--- src/rtl/ram_arb_pkg.sv ---
// ram_arb_pkg: shared types and default widths for the RAM burst arbiter.
//   arb_state_t : burst sequencer states (IDLE, WRITE, READ, DRAIN)
//   grant_t     : which client received the most recent grant
//   DEF_*       : default data / row / column widths
package ram_arb_pkg;

  localparam int DEF_DATA_SIZE = 16;
  localparam int DEF_ROW_W     = 5;
  localparam int DEF_COL_W     = 8;

  typedef enum logic [1:0] {
    IDLE  = 2'd0,
    WRITE = 2'd1,
    READ  = 2'd2,
    DRAIN = 2'd3
  } arb_state_t;

  typedef enum logic {
    GRANT_WR = 1'b0,
    GRANT_RD = 1'b1
  } grant_t;

endpackage

--- src/rtl/ram_row_ring.sv ---
// ram_row_ring: row-granular ring buffer bookkeeping for the shared RAM.
// Ports:
//   i_clock      system clock, rising edge
//   i_reset      synchronous active-low reset
//   i_push       one full row has been written
//   i_pop        one full row has been read
//   o_wr_row     next row to be written
//   o_rd_row     next row to be read
//   o_row_count  rows written but not yet read (0 .. 2**ROW_W)
//   o_full       all rows hold unread data
//   o_empty      no unread rows
module ram_row_ring
  import ram_arb_pkg::*;
#(
  parameter int ROW_W = DEF_ROW_W
) (
  input  logic             i_clock,
  input  logic             i_reset,
  input  logic             i_push,
  input  logic             i_pop,
  output logic [ROW_W-1:0] o_wr_row,
  output logic [ROW_W-1:0] o_rd_row,
  output logic [ROW_W:0]   o_row_count,
  output logic             o_full,
  output logic             o_empty
);

  localparam logic [ROW_W:0] ROWS = {1'b1, {ROW_W{1'b0}}};

  logic [ROW_W-1:0] r_wr_row;
  logic [ROW_W-1:0] r_rd_row;
  logic [ROW_W:0]   r_row_count;

  // Row pointers wrap silently; the count is one bit wider so that a
  // completely full ring is distinguishable from an empty one.
  always_ff @(posedge i_clock) begin
    if (!i_reset) begin
      r_wr_row    <= '0;
      r_rd_row    <= '0;
      r_row_count <= '0;
    end else begin
      if (i_push) r_wr_row <= r_wr_row + 1'b1;
      if (i_pop)  r_rd_row <= r_rd_row + 1'b1;
      case ({i_push, i_pop})
        2'b10:   r_row_count <= r_row_count + 1'b1;
        2'b01:   r_row_count <= r_row_count - 1'b1;
        default: r_row_count <= r_row_count;
      endcase
    end
  end

  assign o_wr_row    = r_wr_row;
  assign o_rd_row    = r_rd_row;
  assign o_row_count = r_row_count;
  assign o_full      = (r_row_count == ROWS);
  assign o_empty     = (r_row_count == '0);

endmodule

--- src/rtl/ram_burst_arbiter.sv ---
// ram_burst_arbiter: sequences a single-port RAM shared by one row writer
// and one row reader. Every access is a full-row burst of 2**COL_W words;
// rows form a ring so the reader never overtakes the writer.
// Ports:
//   i_clock, i_reset             clock, synchronous active-low reset
//   i_wr_req                     writer wants to write one row
//   i_wr_valid, i_wr_data        write word, accepted when o_wr_ready
//   o_wr_ready                   high for the whole write burst
//   i_rd_req                     reader wants one row
//   o_rd_valid, o_rd_data        read word stream, no backpressure
//   o_rd_last                    marks the final word of a row
//   o_ram_we, o_ram_re           RAM write / read strobes (exclusive)
//   o_ram_row, o_ram_col         RAM address
//   o_ram_wdata, i_ram_rdata     RAM data (read data one cycle after o_ram_re)
//   o_row_count, o_full, o_empty ring occupancy
//   o_status_change              one-cycle pulse after each completed burst
module ram_burst_arbiter
  import ram_arb_pkg::*;
#(
  parameter int DATA_SIZE = DEF_DATA_SIZE,
  parameter int ROW_W     = DEF_ROW_W,
  parameter int COL_W     = DEF_COL_W
) (
  input  logic                 i_clock,
  input  logic                 i_reset,
  input  logic                 i_wr_req,
  input  logic                 i_wr_valid,
  input  logic [DATA_SIZE-1:0] i_wr_data,
  output logic                 o_wr_ready,
  input  logic                 i_rd_req,
  output logic                 o_rd_valid,
  output logic [DATA_SIZE-1:0] o_rd_data,
  output logic                 o_rd_last,
  output logic                 o_ram_we,
  output logic                 o_ram_re,
  output logic [ROW_W-1:0]     o_ram_row,
  output logic [COL_W-1:0]     o_ram_col,
  output logic [DATA_SIZE-1:0] o_ram_wdata,
  input  logic [DATA_SIZE-1:0] i_ram_rdata,
  output logic [ROW_W:0]       o_row_count,
  output logic                 o_full,
  output logic                 o_empty,
  output logic                 o_status_change
);

  arb_state_t       r_state;
  arb_state_t       w_state_next;
  logic [COL_W-1:0] r_col;
  logic [COL_W-1:0] w_col_next;
  grant_t           r_last_grant;
  grant_t           w_last_grant_next;
  logic             r_status_change;
  logic             r_rd_valid;
  logic             r_rd_last;

  logic [ROW_W-1:0] w_wr_row;
  logic [ROW_W-1:0] w_rd_row;
  logic             w_full;
  logic             w_empty;
  logic             w_col_max;
  logic             w_write_ok;
  logic             w_read_ok;
  logic             w_push;
  logic             w_pop;

  assign w_col_max  = (r_col == {COL_W{1'b1}});
  assign w_write_ok = i_wr_req && !w_full;
  assign w_read_ok  = i_rd_req && !w_empty;

  // A row is committed only when its last word is accepted, so a burst cut
  // short by reset leaves the ring untouched.
  assign w_push = (r_state == WRITE) && i_wr_valid && w_col_max;
  assign w_pop  = (r_state == READ) && w_col_max;

  ram_row_ring #(
    .ROW_W (ROW_W)
  ) u_ring (
    .i_clock     (i_clock),
    .i_reset     (i_reset),
    .i_push      (w_push),
    .i_pop       (w_pop),
    .o_wr_row    (w_wr_row),
    .o_rd_row    (w_rd_row),
    .o_row_count (o_row_count),
    .o_full      (w_full),
    .o_empty     (w_empty)
  );

  always_ff @(posedge i_clock) begin
    if (!i_reset) begin
      r_state         <= IDLE;
      r_col           <= '0;
      r_last_grant    <= GRANT_RD;
      r_status_change <= 1'b0;
      r_rd_valid      <= 1'b0;
      r_rd_last       <= 1'b0;
    end else begin
      r_state         <= w_state_next;
      r_col           <= w_col_next;
      r_last_grant    <= w_last_grant_next;
      // Write bursts report as they return to IDLE; read bursts report one
      // cycle later, after DRAIN has delivered the final word.
      r_status_change <= w_push || (r_state == DRAIN);
      r_rd_valid      <= (r_state == READ);
      r_rd_last       <= w_pop;
    end
  end

  always_comb begin
    w_state_next      = r_state;
    w_col_next        = r_col;
    w_last_grant_next = r_last_grant;
    o_wr_ready        = 1'b0;
    o_ram_we          = 1'b0;
    o_ram_re          = 1'b0;
    o_ram_row         = '0;
    o_ram_col         = '0;
    o_ram_wdata       = '0;
    case (r_state)
      IDLE: begin
        w_col_next = '0;
        // Round-robin only matters on a tie; a lone eligible client wins.
        if (w_write_ok && (!w_read_ok || (r_last_grant == GRANT_RD))) begin
          w_state_next      = WRITE;
          w_last_grant_next = GRANT_WR;
        end else if (w_read_ok) begin
          w_state_next      = READ;
          w_last_grant_next = GRANT_RD;
        end
      end
      WRITE: begin
        o_wr_ready  = 1'b1;
        o_ram_we    = i_wr_valid;
        o_ram_wdata = i_wr_data;
        o_ram_row   = w_wr_row;
        o_ram_col   = r_col;
        if (i_wr_valid) begin
          w_col_next = r_col + 1'b1;
          if (w_col_max) w_state_next = IDLE;
        end
      end
      READ: begin
        o_ram_re   = 1'b1;
        o_ram_row  = w_rd_row;
        o_ram_col  = r_col;
        w_col_next = r_col + 1'b1;
        if (w_col_max) w_state_next = DRAIN;
      end
      DRAIN: begin
        w_state_next = IDLE;
      end
      default: begin
        w_state_next = IDLE;
      end
    endcase
  end

  // The RAM presents data the cycle after o_ram_re, which is exactly the
  // cycle r_rd_valid is high, so the data passes straight through qualified
  // by the registered valid.
  assign o_rd_valid      = r_rd_valid;
  assign o_rd_data       = r_rd_valid ? i_ram_rdata : '0;
  assign o_rd_last       = r_rd_last;
  assign o_full          = w_full;
  assign o_empty         = w_empty;
  assign o_status_change = r_status_change;

endmodule
--- config.mk ---
export PLATFORM = sky130hd
export DESIGN_NAME = ram_burst_arbiter
export DESIGN_NICKNAME = d
export VERILOG_FILES = /design/src/rtl/ram_arb_pkg.sv /design/src/rtl/ram_row_ring.sv /design/src/rtl/ram_burst_arbiter.sv
export SDC_FILE = /design/constraint.sdc
export NUM_CORES = 1
export LEC_CHECK = 0
export CORE_MARGIN = 3
export CORE_UTILIZATION = 37
export CTS_CLUSTER_DIAMETER = 200
export DETAILED_ROUTE_END_ITERATION = 16
export PLACE_DENSITY_LB_ADDON = 0.08
export SYNTH_ARGS = -nofsm -noshare
export SYNTH_HDL_FRONTEND = slang
export SYNTH_HIERARCHICAL = 1
export SYNTH_SLANG_ARGS = --single-unit
--- constraint.sdc ---
create_clock -name i_clock -period 2.6 [get_ports i_clock]
set_input_delay 0.65 -clock i_clock [delete_from_list [all_inputs] [get_ports i_clock]]
set_output_delay 0.65 -clock i_clock [all_outputs]
set_load 0.02 [all_outputs]
==> results.cfg, run 1 <==
[layout]
layout.cells.non_filler = 416
final_cell_mix = clkdlybuf4s50_1 (62), and2_1 (43), dlygate4sd2_1 (30), dfxtp_1 (29), nor2_1 (23)
multiInputGateArea_um2 = 1340
drive_gt1_share_pct = 13.0
seqCellArea_um2 = 602
nets = 392
n_antenna_cell = 0
fill_cells = 479
final_util_pct = 63.3
final_common_cell = clkdlybuf4s50_1
syn_to_final_growth_pct = 64.2

[routing]
wl_met3_um = 401
first_iter_violations = 86
routed-wl-met2_mm = 2.45
ant_nets = 0
top_layer = met4
drt_pass1_iterations = 4
via_count = 1974
vias_per_cell = 4.75
drc = 0
wl_per_cell_um = 12.4
m1WireLength_mm = 2.25
drt_wl_total_mm = 5.17

[setup_path]
reg2reg_depth = 10
r2r_slack_ns = 0.20
worstPathArrival_ns = 2.71
r2r_start = r_col[1]
worstPathRequired_ns = 2.82
worstPathMaxFanout = 8
r2r_end = u_ring/o_row_count[2]
cp-start-kind = input pin
end_kind = flip-flop
worstSetupPathType = in2reg

[hold_path]
hold-path-cell-count = 2
min_to = r_col[6]
worstHoldPathType = reg2reg
min_from = r_col[6]

[power]
power.total_mw = 1.94
ir_drop_mv = 0.498
leakagePower_nw = 1.46
p_per_area_nw_per_um2 = 596

[synthesis]
synth.net_count = 284
synth_area_per_cell_um2 = 8.36
synth-edff-count = 0
postSynthCellCount = 237
syn_area_um2 = 1980
synth.distinct_cells = 46
ys_ff_latch = 30
ys.flop_type = dfxtp_1
ys_seq_area_share_pct = 30.3
synth_warnings = 6
async_flop_share_pct = 0

[clock_tree]
cts_sinks = 30
ctsRootBufferMaster = clkbuf_8
clkLatencyLatePin_ns = 0.29
clk_pin_slew_ns = 0.07
clock_path_buffers = 2
hold_buffers = 0
cts_tree = done
h-tree-depth = 2
cts_made_buffers = 5

[placed_design]
dp_hpwl_mm = 3.92
gp_congestion = 0.734
portBuffers = 95
place_inst = 407

[sta]
fin_crit_ns = 2.49
tightest_slew_ns = 0.463
rsz0062_at_grt = no
finClkSkew_ns = 0.00695
timing.final.crit_share_pct = 95.6
finalHoldViolations = 0
setup-violations-final = 0
slew_headroom_pct = 69.0
drv_slew = 0
max_clock_freq_ghz = 0.402
holdWs_ns = 0.510

[grt]
grt_max_degree = 18
antenna_found_initial = 0
overflow = 0
grt_usage_pct = 16.4
grt_pass1_wl_mm = 8.18
grt_pass1_vias = 1767

[status]
status = complete, no violations

[floorplanning]
die_y_um = 79.2
dieWidth_um = 79.2
rows = 26
dieArea_um2 = 6270
ioPinCount = 96
core-area_um2 = 5140
start_util_pct = 38.5

[flow_run]
cap_violations = 0
worst max-delay path, stage by stage:
cell,delay [ns]
clkdlybuf4s50_1,0.50
and2_4,0.16
and2_4,0.13
inv_1,0.07
ha_4,0.19
xor2_2,0.14
ha_2,0.18
buf_4,0.13
inv_1,0.05
a32oi_1,0.09
a31oi_1,0.22
mux2i_1,0.20
cells in the mapped netlist, types with 3 or more instances:
cell | instances | area [µm²]
nor4_1 | 3 | 18.8
xnor2_1 | 7 | 61.3
inv_1 | 9 | 33.8
nor2_1 | 23 | 86.3
nand2_1 | 7 | 26.3
xor2_1 | 11 | 96.3
a22oi_1 | 5 | 37.5
ha_1 | 10 | 125
dfxtp_1 | 30 | 601
and2_1 | 45 | 282
a21oi_1 | 8 | 40.0
a31oi_1 | 4 | 25.0
mux2i_1 | 6 | 60.1
nand4_1 | 5 | 31.3
clkbuf_1 | 8 | 30.0
o21ai_0 | 6 | 30.0
or3_1 | 5 | 31.3
nand2b_1 | 4 | 25.0
nor2b_1 | 6 | 37.5
nand3_1 | 3 | 15.0
flip-flops by register name, summed over array words and instances, names as in the netlist:
| register | cells |
|---|---|
| o_rd_valid | 1 |
| r_state | 2 |
| r_col | 8 |
| o_rd_last | 1 |
| r_last_grant | 1 |
| o_status_change | 1 |
| u_ring/o_wr_row | 5 |
| u_ring/o_row_count | 6 |
| u_ring/o_rd_row | 5 |
metal layers:
layer | track usage, % | up-vias
li1 | - | 1018
met1 | 19.4 | 899
met2 | 26.8 | 52
met3 | 5.33 | 5
met4 | 7.73 | 0
met5 | 0 | -
stage by stage:
| step | setup slack (ns) | TNS, ns | area [µm²] |
|---|---|---|---|
| final | 0.114 | 0 | 3250 |
| after global routing | 0.0128 | 0 | 3250 |
| after CTS | 0.00769 | 0 | 3210 |
| after detailed placement | -0.324 | -1.05 | 3110 |
| after global placement | -0.252 | -0.787 | 3110 |
| after floorplan | 0.0167 | 0 | 2010 |
cells by family after synthesis:
logic type      share of synthesized area, %
buf+inv                                 5.81
flops                                   30.3
xor+xnor                                7.96
compound gates                          12.4
fa+ha+maj                               6.32
mux                                     3.03
simple gates                            34.1
where the power goes:
part           total [mW]  switching [mW]  internal (mW)
combinational       0.961           0.502          0.459
sequential          0.534          0.0375          0.496
clock               0.445           0.178          0.267
worst max-delay path by stage:
stage | startpoint | endpoint | depth (start not counted) | slack [ns]
3_5_place_dp | i_wr_valid | u_ring/o_row_count[4] | 12 | -0.32
6_report | i_wr_valid | u_ring/o_row_count[4] | 12 | 0.11
2_1_floorplan | r_col[0] | u_ring/o_row_count[2] | 14 | 0.02
4_1_cts | r_state[1] | o_ram_col[4] | 4 | 0.008
3_3_place_gp | i_wr_valid | u_ring/o_row_count[2] | 11 | -0.25
5_1_grt | i_wr_valid | u_ring/o_row_count[3] | 9 | 0.01
final cells by class:
class,count,area share (%)
clock buffers,8,3.39
well taps,70,2.69
flip-flops and latches,30,18.5
multi-input cells,183,41.2
inverters,9,1.04
repair buffers,116,33.2
timing repair:
item                                    in CTS  in global routing
buffers inserted                             0                  1
gates resized for setup                     36                  7
endpoints found under the setup margin      18                  5
No activity file was read; power rests on OpenSTA's default activity.
==> inputs of run 2 (changes only) <==
--- a/config.mk
+++ b/config.mk
@@ -5,6 +5,8 @@
 export SDC_FILE = /design/constraint.sdc
 export NUM_CORES = 1
 export LEC_CHECK = 0
+export CAP_MARGIN = 20
+export CORE_ASPECT_RATIO = 0.8
 export CORE_MARGIN = 3
 export CORE_UTILIZATION = 37
 export CTS_CLUSTER_DIAMETER = 200
==> run 2 against run 1 <==
  * Setup slack worse by 0.025 ns
  * Non-clock buffer count down 1
  * Routed wire length rose by 0.68%
  * Flip-flop and latch count stayed put
  * Clock power decreased by 12%
  * Sequential power down 2%
  * Combinational power grew 3.3%
  * Via count increased by 0.66%
  * Count of clock-buffer cells in the layout shrank 2
  * First-iteration DRC count decreased by 21%
  * Register-to-register slack is essentially flat
  * Critical path type unchanged
  * Critical endpoint is now u_ring/o_row_count[3]
==> results.cfg, run 2 (same netlist as run 1, synthesis figures left out) <==
[routing]
via_count = 1987
ant_nets = 0
drt_wl_total_mm = 5.21
drc = 0
first_iter_violations = 68
vias_per_cell = 4.88
wl_per_cell_um = 12.8
drt_pass1_iterations = 4

[sta]
tightest_slew_ns = 0.582
finalHoldViolations = 0
timing.final.crit_share_pct = 96.6
rsz0062_at_grt = yes
holdWs_ns = 0.501
drv_slew = 0
setup-violations-final = 0
finClkSkew_ns = 0.00955
fin_crit_ns = 2.51
max_clock_freq_ghz = 0.398
slew_headroom_pct = 61.0

[power]
intPower_mw = 1.19
comb_power_share_pct = 52.1
ir_drop_mv = 0.442
clockPowerShare_pct = 20.6
leakagePower_nw = 1.71
p_sw_mw = 0.717
power.total_mw = 1.91
p_seq_share_pct = 27.3
p_per_area_nw_per_um2 = 582
sw_frac_of_total_pct = 37.6

[setup_path]
critical_path.cell_chain = clkdlybuf4s50_1 > and2_4 > and2_4 > inv_1 > ha_4 > buf_4 > and4b_1 > a211oi_2 > mux2i_1 > mux2i_1
slowest_delay_ns = 0.44
worstPathArrival_ns = 2.72
critPathSlowestCell = clkdlybuf4s50_1
startpoint = i_wr_valid
r2r_start = r_col[1]
crit_path_end = u_ring/o_row_count[3]
end_kind = flip-flop
worstPathRequired_ns = 2.81
worstSetupPathType = in2reg
cp-start-kind = input pin
reg2reg_depth = 12
r2r_slack_ns = 0.20
r2r_end = u_ring/o_row_count[2]
worstPathMaxFanout = 9

[floorplanning]
core-area_um2 = 5090
ioPinCount = 96
dieWidth_um = 87.8
rows = 23
die_y_um = 71.4
start_util_pct = 38.9
dieArea_um2 = 6270

[layout]
largest_register_ffs = 8
final_cell_mix = clkdlybuf4s50_1 (63), and2_1 (43), dfxtp_1 (30), dlymetal6s2s_1 (24), nor2_1 (22)
final_area_um2 = 3280
largest-register = r_col
layout.cells.non_filler = 407
nets = 391
drive_gt1_share_pct = 11.9
syn_to_final_growth_pct = 65.4
final_common_cell = clkdlybuf4s50_1
n_antenna_cell = 0

[clock_tree]
cts_made_buffers = 5
h-tree-depth = 2
clkLatencyLatePin_ns = 0.28
ctsRootBufferMaster = clkbuf_8
cts_tree = done
clk_pin_slew_ns = 0.06
cts_sinks = 30
hold_buffers = 0
clock_path_buffers = 2

[grt]
antenna_found_initial = 0
grt_pass1_wl_mm = 8.45
grt_pass1_vias = 1933
grt_max_degree = 25
grt_usage_pct = 16.6
overflow = 0

[hold_path]
worstHoldPathType = reg2reg

[placed_design]
dp_hpwl_mm = 4.10
gp_congestion = 0.799
dpl_cell_area_um2 = 3100
portBuffers = 95
place_inst = 399

[status]
status = complete, no violations

[flow_run]
cap_violations = 0
==> run 2: cell count changes in the layout (fill, tap and decap cells not counted), sizes merged <==
cell,change
clkinv,+1
clkinvlp,+1
dlymetal6s2s,+21
clkdlybuf4s50,+1
dlygate4sd2,-22
clkbuf,-2
buf,-1
==> run 2: critical path, delay by kind of cell <==
kind	cells	cell delay (ns)
buffers and inverters	3	0.68
AO/OA/AOI/OAI	1	0.24
AND/OR/NAND/NOR	3	0.49
adder cells (fa/ha/maj)	1	0.20
multiplexers	2	0.47
==> run 2: routing by layer <==
| layer | vias to the layer above | share of wire, % | global-route usage (%) | routed length (µm) |
|---|---|---|---|---|
| met5 | - | 0 | 0 | 0 |
| met4 | 0 | 0.85 | 3.92 | 44 |
| met3 | 6 | 11 | 5.40 | 569 |
| met2 | 83 | 43 | 27.3 | 2240 |
| met1 | 878 | 45 | 21.2 | 2350 |
| li1 | 1020 | - | - | - |
==> run 2: worst min path at each step <==
| stage | startpoint | to | slack (ns) | cells past startpoint |
|---|---|---|---|---|
| 2_1_floorplan | r_col[6] | r_col[6] | 0.47 | 2 |
| 3_3_place_gp | r_col[6] | r_col[6] | 0.49 | 2 |
| 3_5_place_dp | r_col[6] | r_col[6] | 0.49 | 2 |
| 4_1_cts | r_col[6] | r_col[6] | 0.50 | 2 |
| 5_1_grt | u_ring/o_wr_row[4] | u_ring/o_wr_row[4] | 0.57 | 2 |
| 6_report | r_col[6] | r_col[6] | 0.50 | 2 |
==> run 2: layout make-up <==
class                      count  area (µm²)
inverter                       9        33.8
timing repair buffer         115        1150
sequential                    30         601
tap                           62        77.6
clock inverter                 2        12.5
multi-input combinational    183        1320
fill                         443        1820
clock buffer                   6        82.6
==> run 2: power groups by stage <==
stage	Sequential, mW	Combinational (mW)	Clock [mW]
after floorplan	0.538	0.578	0
after global routing	0.528	1.08	0.428
after CTS	0.522	1.03	0.408
after detailed placement	0.533	0.986	0
after global placement	0.532	0.976	0
final	0.521	0.993	0.393
==> run 2: what timing repair did <==
action,CTS,global route
gates resized for setup,12,26
pin swaps,0,0
endpoints found under the hold margin,0,0
setup endpoints to repair,18,27
setup buffers,0,0
==> run 2: per-stage QoR <==
stage	setup slack, ns	util, %	setup TNS, ns
CTS	0.00168	62.9	0
finish	0.0883	64.3	0
floorplan	0.0167	-	0
detailed placement	-0.357	60.8	-1.25
global placement	-0.291	60.8	-1.06
global route	-0.0251	64.3	-0.0251
